[config.mk]
export PLATFORM = sky130hd
export DESIGN_NAME = bitstream_integrator_array
export DESIGN_NICKNAME = d
export VERILOG_FILES = /design/src/rtl/bitstream_integrator_array.sv
export SDC_FILE = /design/constraint.sdc
export NUM_CORES = 1
export LEC_CHECK = 0
export CORE_MARGIN = 2
export CORE_UTILIZATION = 60
export DETAILED_ROUTE_END_ITERATION = 6
export PLACE_DENSITY = 0.83
export RECOVER_POWER = 100
export SLEW_MARGIN = 10
export SYNTH_ARGS = -nofsm -noshare
export SYNTH_HDL_FRONTEND = slang
export SYNTH_SLANG_ARGS = --single-unit
export TNS_END_PERCENT = 100
[constraint.sdc]
create_clock -name clk -period 6.73 [get_ports clk]
set_clock_uncertainty 0.2 [all_clocks]
set_input_delay 1.346 -clock clk [delete_from_list [all_inputs] [get_ports clk]]
set_output_delay 1.346 -clock clk [all_outputs]
set_load 0.05 [all_outputs]
[src/rtl/bitstream_integrator_array.sv]
// bitstream_integrator_array
// Counts CHANNELS parallel bitstreams over one shared observation window and
// presents every channel's total at once with a single-cycle valid strobe.
// The window is either capture-gated or a fixed number of cycles; counting is
// unipolar (x=1 -> +1) or bipolar (x=1 -> +1, x=0 -> -1). Accumulators never
// wrap: they stick at their limit and raise a per-channel saturation flag.
module bitstream_integrator_array #(
    parameter int CHANNELS = 4,
    parameter int COUNT_W  = 16,
    parameter int WIN_W    = 16
) (
    input  logic                          clk,
    input  logic                          n_rst,
    input  logic [CHANNELS-1:0]           x,
    input  logic                          capture,
    input  logic                          mode_window,
    input  logic                          bipolar,
    input  logic [WIN_W-1:0]              window_len,
    output logic [CHANNELS*COUNT_W-1:0]   y,
    output logic                          y_valid,
    output logic [CHANNELS-1:0]           sat,
    output logic                          busy
);

    typedef enum logic [1:0] {
        ST_IDLE    = 2'd0,
        ST_READING = 2'd1,
        ST_OUTPUT  = 2'd2
    } state_t;

    // Accumulator limits and unit step
    localparam logic [COUNT_W-1:0] UMAX    = {COUNT_W{1'b1}};
    localparam logic [COUNT_W-1:0] SMAX    = {1'b0, {(COUNT_W-1){1'b1}}};
    localparam logic [COUNT_W-1:0] SMIN    = {1'b1, {(COUNT_W-1){1'b0}}};
    localparam logic [COUNT_W-1:0] ONE     = {{(COUNT_W-1){1'b0}}, 1'b1};
    localparam logic [WIN_W-1:0]   WIN_ONE = {{(WIN_W-1){1'b0}}, 1'b1};

    // One saturating accumulation step. Result is {hit_limit, next_value};
    // a step that would cross a limit holds the limit instead.
    function automatic logic [COUNT_W:0] sat_step(
        input logic [COUNT_W-1:0] acc,
        input logic               bit_in,
        input logic               bip
    );
        logic [COUNT_W:0] r;
        r = {1'b0, acc};
        if (bip) begin
            if (bit_in) begin
                if (acc == SMAX) r = {1'b1, acc};
                else             r = {1'b0, acc + ONE};
            end else begin
                if (acc == SMIN) r = {1'b1, acc};
                else             r = {1'b0, acc - ONE};
            end
        end else begin
            if (bit_in) begin
                if (acc == UMAX) r = {1'b1, acc};
                else             r = {1'b0, acc + ONE};
            end else begin
                r = {1'b0, acc};
            end
        end
        return r;
    endfunction

    state_t                                state_q, state_d;
    logic [CHANNELS-1:0][COUNT_W-1:0]      acc_q, acc_d;
    logic [CHANNELS-1:0]                   sat_acc_q, sat_acc_d;
    logic [WIN_W-1:0]                      win_cnt_q, win_cnt_d;
    logic                                  cfg_window_q, cfg_window_d;
    logic                                  cfg_bipolar_q, cfg_bipolar_d;
    logic [CHANNELS*COUNT_W-1:0]           y_q, y_d;
    logic [CHANNELS-1:0]                   sat_q, sat_d;
    logic                                  y_valid_q, y_valid_d;
    logic [CHANNELS-1:0][COUNT_W:0]        step_s;
    logic                                  accumulate_s;

    // Candidate next value and limit-hit flag for every channel this cycle
    always_comb begin
        step_s = '0;
        for (int i = 0; i < CHANNELS; i++) begin
            step_s[i] = sat_step(acc_q[i], x[i], cfg_bipolar_q);
        end
    end

    // Next-state, window control and result capture
    always_comb begin
        state_d       = state_q;
        acc_d         = acc_q;
        sat_acc_d     = sat_acc_q;
        win_cnt_d     = win_cnt_q;
        cfg_window_d  = cfg_window_q;
        cfg_bipolar_d = cfg_bipolar_q;
        y_d           = y_q;
        sat_d         = sat_q;
        y_valid_d     = 1'b0;
        accumulate_s  = 1'b0;

        case (state_q)
            ST_IDLE: begin
                // Start cycle only clears and latches config; it never counts
                acc_d     = '0;
                sat_acc_d = '0;
                if (capture) begin
                    cfg_window_d  = mode_window;
                    cfg_bipolar_d = bipolar;
                    win_cnt_d     = window_len;
                    if (mode_window && (window_len == '0)) begin
                        state_d = ST_OUTPUT;
                    end else begin
                        state_d = ST_READING;
                    end
                end else begin
                    state_d = ST_IDLE;
                end
            end
            ST_READING: begin
                if (cfg_window_q) begin
                    // Fixed window: capture ignored, count down each cycle
                    accumulate_s = 1'b1;
                    win_cnt_d    = win_cnt_q - WIN_ONE;
                    if (win_cnt_q == WIN_ONE) begin
                        state_d = ST_OUTPUT;
                    end else begin
                        state_d = ST_READING;
                    end
                end else begin
                    if (capture) begin
                        accumulate_s = 1'b1;
                        state_d      = ST_READING;
                    end else begin
                        state_d = ST_OUTPUT;
                    end
                end
            end
            ST_OUTPUT: begin
                y_d       = acc_q;
                sat_d     = sat_acc_q;
                y_valid_d = 1'b1;
                state_d   = ST_IDLE;
            end
            default: begin
                state_d = ST_IDLE;
            end
        endcase

        if (accumulate_s) begin
            for (int i = 0; i < CHANNELS; i++) begin
                acc_d[i]     = step_s[i][COUNT_W-1:0];
                sat_acc_d[i] = sat_acc_q[i] | step_s[i][COUNT_W];
            end
        end else begin
            accumulate_s = 1'b0;
        end
    end

    // State and datapath registers with synchronous active-low reset
    always_ff @(posedge clk) begin
        if (!n_rst) begin
            state_q       <= ST_IDLE;
            acc_q         <= '0;
            sat_acc_q     <= '0;
            win_cnt_q     <= '0;
            cfg_window_q  <= 1'b0;
            cfg_bipolar_q <= 1'b0;
            y_q           <= '0;
            sat_q         <= '0;
            y_valid_q     <= 1'b0;
        end else begin
            state_q       <= state_d;
            acc_q         <= acc_d;
            sat_acc_q     <= sat_acc_d;
            win_cnt_q     <= win_cnt_d;
            cfg_window_q  <= cfg_window_d;
            cfg_bipolar_q <= cfg_bipolar_d;
            y_q           <= y_d;
            sat_q         <= sat_d;
            y_valid_q     <= y_valid_d;
        end
    end

    assign y       = y_q;
    assign sat     = sat_q;
    assign y_valid = y_valid_q;
    assign busy    = (state_q != ST_IDLE);

endmodule

==> results.sh, run 1 <==
export IMPL_ioPinCount=95
export IMPL_failed_checks="max-capacitance violations, max-slew violations"
export IMPL_worstSetupEndpointType="flip-flop"
export IMPL_overflow=0
export IMPL_drcViolationCount=0
export IMPL_die_width_um=129
export IMPL_synth_simple_area_share=0.285
export IMPL_first_iteration_detailed_routing_drc_count=1156
export IMPL_gate_power_share=0.121
export IMPL_timing_critical_path_required_ps=6900
export IMPL_worst_slew_pin_slew_ps=2350
export IMPL_ctsRootBufferMaster="clkbuf_16"
export IMPL_syn_cell_area_um2=9390
export IMPL_finalCritPeriodShare=0.771
export IMPL_synth_edf_count=0
export IMPL_detailroute_via_count=9873
export IMPL_seq_area_um2=3140
export IMPL_p_switching_uw=590
export IMPL_multi_input_comb_area_um2=5620
export IMPL_ctsResizeCount=0
export IMPL_drt_vias_per_instance=6.56
export IMPL_clock_latency_late_sink_ps=440
export IMPL_input_output_buffers=94
export IMPL_final_common_cell="nand2_1"
export IMPL_clkSinkCount=157
export IMPL_final_hold_violation_count=0
export IMPL_detailed_place_hpwl_mm=16.6
export IMPL_peak_supply_drop_mv=0.187
export IMPL_die_area_um2=16700
export IMPL_finish_net_count=1316
export IMPL_postSynthNetCount=1315
export IMPL_firstDrtPassIters=5
export IMPL_timing_slew_headroom=-0.564
export IMPL_post_route_cells_drive_above_1_share=0.0549
export IMPL_timing_final_max_slew_violations=40
export IMPL_tritoncts_num_buffers=17
export IMPL_postRouteWirelength_mm=25.8
export IMPL_fp_coreArea_um2=15300
export IMPL_maximum_number_of_pins_on_one_net_before_global_route_repair=83
export IMPL_setup_viol_count_final=0
export IMPL_synthesis_area_per_instance_um2=7.34
export IMPL_yosysWarnings=0
export IMPL_antenna_violating_nets_post_route=0
export IMPL_hp_class="flip-flop to flip-flop"
export IMPL_setup_total_negative_slack_ps=0
export IMPL_worstPathArrival_ps=5360
export IMPL_power_sequential_fraction=0.423
export IMPL_worst_setup_path_start_kind="input port"
export IMPL_clkTransAtPathRegs_ps=60
export IMPL_ctsHtreeMaxLevel=4
export IMPL_powerDensity_nw_per_um2=213
export IMPL_maximum_net_fanout_on_the_critical_path=44
export IMPL_p_clk_frac=0.456
export IMPL_fp_dieH_um=129
export IMPL_synthesized_area_fraction_occupied_by_ao_oa_aoi_and_oai_cells=0.278
export IMPL_final_hold_slack_ps=247
export IMPL_layout_common_cells="nand2_1, dfxtp_1, a21oi_1"
export IMPL_cell_internal_pwr_uw=1710
export IMPL_synth_async_sr_flop_share=0
export IMPL_power_leakage_uw=0.00383
export IMPL_largest_family_of_logic_cells_by_synthesized_area="simple AND/OR/NAND/NOR gates"
export IMPL_tritoncts="done"
export IMPL_synthesis_instances=1280
export IMPL_timing_setup_critical_path_class="input port to flip-flop"
export IMPL_proportion_of_synthesized_chip_area_in_sequential_cells=0.335
export IMPL_gp_routability_congestion=0.950
export IMPL_initial_core_util=0.616
export IMPL_run_status="finished, violations left"
export IMPL_area_growth_pct=14.6
export IMPL_period_minus_slack_ps=5190
export IMPL_grt_setup_unrepaired="no"
export IMPL_postSynth_topFlopCell="dfxtp_1"
export IMPL_wire_length_of_the_first_global_routing_pass_mm=42.4
export IMPL_grt_pass1_vias=8704
export IMPL_ys_types=91
export IMPL_switching_fraction_of_total_power=0.257
export IMPL_count_of_max_cap_constraint_violations=1
export IMPL_final_core_utilization=0.706
export IMPL_synth_mux_area_fraction=0.00773
export IMPL_number_of_antenna_violations_at_the_first_check_in_global_routing=1
export IMPL_grt_total_usage=0.307
export IMPL_max_clock_path_buffers=2
export IMPL_ys_ff_latch=157
export IMPL_routedWlPerCell_um=17.2
export IMPL_cts_hold_buffers=0
export IMPL_max_freq_ghz=0.193
export IMPL_placement_rows=45
export IMPL_post_cts_setup_buffers=0
export IMPL_fraction_of_the_mapped_netlist_area_in_adder_cells=0.0133
export IMPL_final_fill_count=1333
export IMPL_synth_xor_area_share=0.0149
registers in the layout (all words and copies together) (netlist names):
name / count
state_q: 2
win_cnt_q: 16
cfg_window_q: 1
y: 64
sat: 4
y_valid: 1
acc_q: 64
sat_acc_q: 4
cfg_bipolar_q: 1
power groups by stage:
stage / clock network (µW) / registers (µW) / logic (µW)
finish: 1050 / 972 / 279
detailed placement: 0 / 991 / 272
global route: 1100 / 974 / 303
floorplan: 0 / 980 / 213
CTS: 1050 / 971 / 275
global placement: 0 / 990 / 269
path summary, 6_finish.rpt:
check	start	end	slack, ps	cells past startpoint
setup / recovery	n_rst	acc_q[3]	1540	7
hold / removal	y[0]	y[0]	250	2
setup reg to reg	state_q[0]	acc_q[23]	2930	5
hold reg to reg	y[0]	y[0]	250	2
metal layers:
metal,vias to the layer above,part of all wire,wire (µm),global-route usage
met4,0,0.028,731,0.127
met2,480,0.47,12100,0.489
met1,4622,0.42,11000,0.409
met5,-,0,0,0
li1,4698,-,-,-
met3,73,0.081,2090,0.0619
logic make-up (layout without fill, tap and decap cells):
kind of cell | count (synthesis) | after routing
AO/OA/AOI/OAI | 394 | 394
adder cells (fa/ha/maj) | 10 | 10
AND/OR/NAND/NOR | 550 | 550
multiplexers | 6 | 6
other | 0 | 1
flip-flops | 157 | 157
XOR/XNOR | 16 | 16
buffers and inverters | 147 | 160
synthesized netlist by cell type (5+ instances only):
cell,number,share of area
nand2_1,208,0.083
dfxtp_1,157,0.33
a21oi_1,141,0.075
nor2_1,108,0.043
clkbuf_1,86,0.034
o21ai_0,61,0.033
nor3_1,56,0.030
nand3_1,40,0.021
nand4_1,27,0.018
inv_1,26,0.010
nor4_1,25,0.017
a31oi_1,24,0.016
buf_2,22,0.012
a221oi_1,14,0.013
o21a_1,14,0.011
or3_1,13,0.0087
or4_1,12,0.0096
a22oi_1,11,0.0088
ha_1,10,0.013
o22ai_1,10,0.0067
o31ai_1,10,0.0080
a211oi_1,9,0.0072
and3_1,8,0.0053
xnor2_1,8,0.0075
xor2_1,8,0.0075
a41oi_1,7,0.0065
o221ai_1,7,0.0065
or2_2,7,0.0047
nor2b_1,6,0.0040
o32ai_1,6,0.0056
a21o_1,5,0.0040
a32oi_1,5,0.0047
buf_1,5,0.0020
mux2i_1,5,0.0053
nor3b_1,5,0.0040
o311a_1,5,0.0053
o31a_1,5,0.0047
worst max-delay path, stage by stage:
cell	delay (ps)
dlygate4sd3_1	520
clkbuf_1	1660
inv_4	630
nor2_1	400
o21ai_0	350
nor3_1	290
a311o_1	130
through the flow:
step	power (µW)	setup WS, ps	cells	area (µm²)
4_1_cts	2300	2890	1504	10800
2_1_floorplan	1190	3590	1280	9390
3_3_place_gp	1260	2530	1473	10200
5_1_grt	2370	1370	1505	10800
6_report	2300	1540	1505	10800
3_5_place_dp	1260	2470	1473	10200
cell type report:
class,instances,area share
Clock inverter,5,0.0119
Sequential cell,157,0.292
Tap cell,211,0.0245
Clock buffer,26,0.0473
Inverter,27,0.00964
Antenna cell,1,0.000232
Multi-Input combinational cell,976,0.522
Timing Repair Buffer,102,0.0926
Note: power is estimated with default switching activity, not from simulation.
==> run 2, diff against run 1 <==
- CORE_UTILIZATION: 60 -> 58
- PLACE_DENSITY: 0.83 -> 0.81
- clock period: 6.73 -> 4.9 ns (I/O delays scaled with it)
==> run 2 against run 1 <==
  * The flow still finishes with violations (max-capacitance violations, max-slew violations)
  * Cell area rose by 0.10%
  * Flip-flop and latch count is the same
  * Setup slack worse by 690 ps
  * Critical path depth unchanged
  * Sequential share of layout area is essentially flat
  * Combinational power increased by 38%
  * Global-route usage shrank 0.45 points
  * Clock power rose by 35%
  * Critical endpoint is now acc_q[15]
  * Largest power group unchanged
==> results.sh, run 2 (same netlist as run 1, synthesis figures left out) <==
export IMPL_period_minus_slack_ps=4050
export IMPL_die_width_um=131
export IMPL_worstSetupEndpointType="flip-flop"
export IMPL_timing_slew_headroom=-0.776
export IMPL_postRouteWirelength_mm=26.2
export IMPL_grt_total_usage=0.303
export IMPL_ioPinCount=95
export IMPL_power_leakage_uw=0.00385
export IMPL_peak_supply_drop_mv=0.258
export IMPL_final_common_cell="nand2_1"
export IMPL_gp_routability_congestion=0.940
export IMPL_max_clock_path_buffers=2
export IMPL_tritoncts="done"
export IMPL_first_iteration_detailed_routing_drc_count=899
export IMPL_antenna_violating_nets_post_route=0
export IMPL_post_route_cells_drive_above_1_share=0.0562
export IMPL_worst_slew_pin_slew_ps=2660
export IMPL_maximum_number_of_pins_on_one_net_before_global_route_repair=66
export IMPL_failed_checks="max-capacitance violations, max-slew violations"
export IMPL_dp_slack_ps=1080
export IMPL_maximum_net_fanout_on_the_critical_path=15
export IMPL_timing_setup_critical_path_class="input port to flip-flop"
export IMPL_initial_core_util=0.593
export IMPL_count_of_max_cap_constraint_violations=2
export IMPL_finalCritPeriodShare=0.827
export IMPL_detailroute_via_count=9788
export IMPL_drt_vias_per_instance=6.46
export IMPL_die_area_um2=17200
export IMPL_dp_cells=1484
export IMPL_regToRegSetupSlack_ps=1190
export IMPL_finish_net_count=1322
export IMPL_placement_rows=46
export IMPL_wl_met1_mm=11.5
export IMPL_tritoncts_num_buffers=17
export IMPL_firstDrtPassIters=6
export IMPL_setup_viol_count_final=0
export IMPL_drcViolationCount=0
export IMPL_finish_cell_count_without_fillers=1516
export IMPL_max_freq_ghz=0.247
export IMPL_worst_setup_path_start_kind="input port"
export IMPL_timing_critical_path_required_ps=5070
export IMPL_setup_total_negative_slack_ps=0
export IMPL_grt_pass1_vias=8806
export IMPL_wl_met3_mm=1.67
export IMPL_final_hold_violation_count=0
export IMPL_powerDensity_nw_per_um2=291
export IMPL_fp_dieH_um=131
export IMPL_detailed_place_hpwl_mm=17.1
export IMPL_diodes=0
export IMPL_clkTransAtPathRegs_ps=60
export IMPL_overflow=0
export IMPL_input_output_buffers=94
export IMPL_routedWlPerCell_um=17.3
export IMPL_fp_coreArea_um2=15800
export IMPL_cts_hold_buffers=0
export IMPL_area_growth_pct=14.8
export IMPL_wire_length_of_the_first_global_routing_pass_mm=43.9
export IMPL_final_fill_count=1387
export IMPL_top_signal_layer_used="met4"
export IMPL_clkSinkCount=157
export IMPL_setup_ws_ps=848
export IMPL_met2_wirelength_mm=12.5
export IMPL_ctsResizeCount=0
export IMPL_grt_setup_unrepaired="no"
export IMPL_hp_class="flip-flop to flip-flop"
export IMPL_number_of_antenna_violations_at_the_first_check_in_global_routing=0
export IMPL_layout_common_cells="nand2_1, dfxtp_1, a21oi_1"
export IMPL_clock_latency_late_sink_ps=440
export IMPL_run_status="finished, violations left"
export IMPL_timing_final_max_slew_violations=69
export IMPL_ctsHtreeMaxLevel=4
export IMPL_post_cts_setup_buffers=0
export IMPL_ctsRootBufferMaster="clkbuf_16"
export IMPL_worstPathArrival_ps=4220
export IMPL_report_power_total_uw=3140
==> run 2: stage by stage <==
stage / utilization / instance area, µm² / hold WS (ps)
5_1_grt: 0.681 / 10800 / 269
2_1_floorplan: - / 9390 / 232
3_3_place_gp: 0.646 / 10200 / 240
4_1_cts: 0.684 / 10800 / 254
3_5_place_dp: 0.646 / 10200 / 246
6_report: 0.681 / 10800 / 248
==> run 2: final timing paths <==
check        cells past startpoint         to      start
min                              2      y[56]      y[56]
max reg2reg                      7  acc_q[23]  acc_q[17]
min reg2reg                      2      y[56]      y[56]
max                              7  acc_q[15]    capture
==> run 2: critical path: stages <==
cell	delay, ps
dlygate4sd3_1	610
or2_0	440
nand2_1	330
clkbuf_1	350
o31ai_2	1050
o21ai_0	240
a31oi_1	200
==> run 2: cell type report <==
class | count | area (µm²) | share of cell area
Inverter | 27 | 104 | 0.00963
Clock buffer | 21 | 450 | 0.0418
Clock inverter | 11 | 165 | 0.0153
Multi-Input combinational cell | 976 | 5600 | 0.519
Sequential cell | 157 | 3140 | 0.292
Timing Repair Buffer | 108 | 1050 | 0.0972
Tap cell | 216 | 270 | 0.0251
==> run 2: where the power goes <==
group | switching (µW) | internal (µW)
Combinational | 255 | 130
Sequential | 34.9 | 1300
Clock | 554 | 865
Total | 843 | 2290
==> run 2: layer usage <==
| layer | GRT usage | vias to the layer above |
|---|---|---|
| met5 | 0 | - |
| met3 | 0.0478 | 56 |
| met2 | 0.486 | 383 |
| li1 | - | 4707 |
| met4 | 0.115 | 0 |
| met1 | 0.411 | 4642 |
==> run 3, diff against run 2 <==
- clock period: 4.9 -> 4.3 ns (I/O delays scaled with it)
==> run 3 against run 2 <==
  * The run ends with design-rule violations, max-capacitance violations, max-slew violations left
  * Combinational power is 14% higher
  * Worst hold slack improved by 0.97 ps
  * Global-route usage shrank 0.86 points
  * Clock power rose by 11%
  * Wire length shrank 1.2%
  * Cell count barely moved
  * Cell area shrank 0.13%
  * Flip-flop and latch count stayed put
  * Critical path type is now flip-flop to flip-flop
  * Critical endpoint is now acc_q[60]
  * Largest power group unchanged
==> results.sh, run 3 (same netlist as run 1, synthesis figures left out) <==
export IMPL_initial_core_util=0.593
export IMPL_worst_slew_pin_slew_ps=2380
export IMPL_final_common_cell="nand2_1"
export IMPL_final_hold_violation_count=0
export IMPL_firstDrtPassIters=7
export IMPL_setup_viol_count_final=0
export IMPL_number_of_antenna_violations_at_the_first_check_in_global_routing=0
export IMPL_timing_rr_end="acc_q[60]"
export IMPL_count_of_max_cap_constraint_violations=3
export IMPL_standard_cell_with_the_maximum_stage_delay_on_the_critical_path="o31ai_1"
export IMPL_diodes=0
export IMPL_regToRegSetupSlack_ps=670
export IMPL_maximum_number_of_pins_on_one_net_before_global_route_repair=53
export IMPL_powerDensity_nw_per_um2=328
export IMPL_wire_length_of_the_first_global_routing_pass_mm=43.0
export IMPL_tritoncts_num_buffers=17
export IMPL_timing_critical_path_required_ps=4420
export IMPL_register_to_register_path_depth=7
export IMPL_power_leakage_uw=0.00384
export IMPL_clkSinkCount=157
export IMPL_period_minus_slack_ps=3630
export IMPL_finalCritPeriodShare=0.845
export IMPL_finish_cell_count_without_fillers=1517
export IMPL_peak_supply_drop_mv=0.290
export IMPL_ctsRootBufferMaster="clkbuf_16"
export IMPL_max_freq_ghz=0.275
export IMPL_detailroute_via_count=9880
export IMPL_post_route_cells_drive_above_1_share=0.0592
export IMPL_placement_rows=46
export IMPL_drt_vias_per_instance=6.51
export IMPL_power_sequential_fraction=0.431
export IMPL_detailed_place_hpwl_mm=17.0
export IMPL_timing_critical_path_buf_inv=0
export IMPL_run_status="finished, violations left"
export IMPL_reg2reg_from="acc_q[49]"
export IMPL_grt_setup_unrepaired="no"
export IMPL_crit_path_leading_delay_family="compound AO/OA/AOI/OAI gates"
export IMPL_final_core_utilization=0.680
export IMPL_clock_latency_late_sink_ps=440
export IMPL_tritoncts="done"
export IMPL_gp_routability_congestion=0.935
export IMPL_ctsResizeCount=0
export IMPL_die_area_um2=17200
export IMPL_path_depth=7
export IMPL_ctsHtreeMaxLevel=4
export IMPL_hp_class="flip-flop to flip-flop"
export IMPL_routedWlPerCell_um=17.1
export IMPL_postRouteWirelength_mm=25.9
export IMPL_dp_cells=1487
export IMPL_area_growth_pct=14.6
export IMPL_drcViolationCount=1
export IMPL_timing_final_max_slew_violations=148
export IMPL_layout_common_cells="nand2_1, dfxtp_1, a21oi_1"
export IMPL_clkTransAtPathRegs_ps=60
export IMPL_switching_fraction_of_total_power=0.274
export IMPL_finish_net_count=1325
export IMPL_critPathLaunch="acc_q[49]"
export IMPL_max_clock_path_buffers=2
export IMPL_overflow=0
export IMPL_fp_coreArea_um2=15800
export IMPL_setup_total_negative_slack_ps=0
export IMPL_cts_hold_buffers=0
export IMPL_cell_internal_pwr_uw=2560
export IMPL_final_fill_count=1356
export IMPL_input_output_buffers=94
export IMPL_ioPinCount=95
export IMPL_die_width_um=131
export IMPL_grt_total_usage=0.294
export IMPL_p_clk_frac=0.445
export IMPL_post_cts_setup_buffers=0
export IMPL_fp_dieH_um=131
export IMPL_largest_stage_delay_on_the_critical_path_ps=930
export IMPL_p_switching_uw=968
export IMPL_timing_slew_headroom=-0.589
export IMPL_gate_power_share=0.124
export IMPL_maximum_net_fanout_on_the_critical_path=9
export IMPL_worstPathArrival_ps=3760
export IMPL_critPathCapture="acc_q[60]"
export IMPL_failed_checks="design-rule violations, max-capacitance violations, max-slew violations"
export IMPL_worst_setup_path_start_kind="flip-flop"
export IMPL_timing_setup_critical_path_class="flip-flop to flip-flop"
export IMPL_crit_chain="ha_1 -> nand3_1 -> or4_1 -> o21a_1 -> o31ai_1 -> o21ai_0 -> a21oi_1"
export IMPL_worstSetupEndpointType="flip-flop"
export IMPL_antenna_violating_nets_post_route=0
export IMPL_grt_pass1_vias=8733
export IMPL_first_iteration_detailed_routing_drc_count=1073
[run 3: worst min path at each step]
stage | startpoint | endpoint | slack, ps | cells past startpoint
2_1_floorplan | sat_acc_q[2] | sat[2] | 230 | 2
3_3_place_gp | y[1] | y[1] | 240 | 2
3_5_place_dp | y[56] | y[56] | 250 | 2
4_1_cts | y[22] | y[22] | 250 | 2
5_1_grt | y[41] | y[41] | 270 | 2
6_report | y[21] | y[21] | 250 | 2
[run 3: layout make-up]
type	count	area [µm²]	area share
Multi-Input combinational cell	976	5600	0.520
Sequential cell	157	3140	0.292
Timing Repair Buffer	111	1050	0.0975
Clock buffer	18	439	0.0408
Tap cell	216	270	0.0251
Clock inverter	12	161	0.0150
Inverter	27	104	0.00965
[run 3: power groups by stage]
stage	sequential, µW	combinational [µW]	clock (µW)
after floorplan	1530	334	0
after global placement	1550	430	0
after detailed placement	1550	433	0
after CTS	1520	438	1580
after global routing	1520	479	1620
final	1520	437	1570
[run 3: worst reg2reg max path, stage by stage (launching register included)]
cell and delay [ps]:
dfxtp_1 500, ha_1 280, nand3_1 220, or4_1 710, o21a_1 260, o31ai_1 930
o21ai_0 220, a21oi_1 200
[run 3: per-stage QoR]
step                setup WS (ps)  cell area [µm²]  hold WS (ps)  total power [µW]
floorplan                    1650             9390           232              1870
global placement              698            10200           241              1980
global route                  510            10800           269              3630
detailed placement            628            10200           245              1980
finish                        665            10800           249              3530
CTS                          1080            10800           254              3530
[run 3: metal layers]
metal | global-route usage | share of wire | vias to the layer above
met5 | 0 | 0 | -
met4 | 0.0972 | 0.021 | 0
met3 | 0.0536 | 0.070 | 51
met2 | 0.479 | 0.47 | 457
met1 | 0.395 | 0.44 | 4655
li1 | - | - | 4717
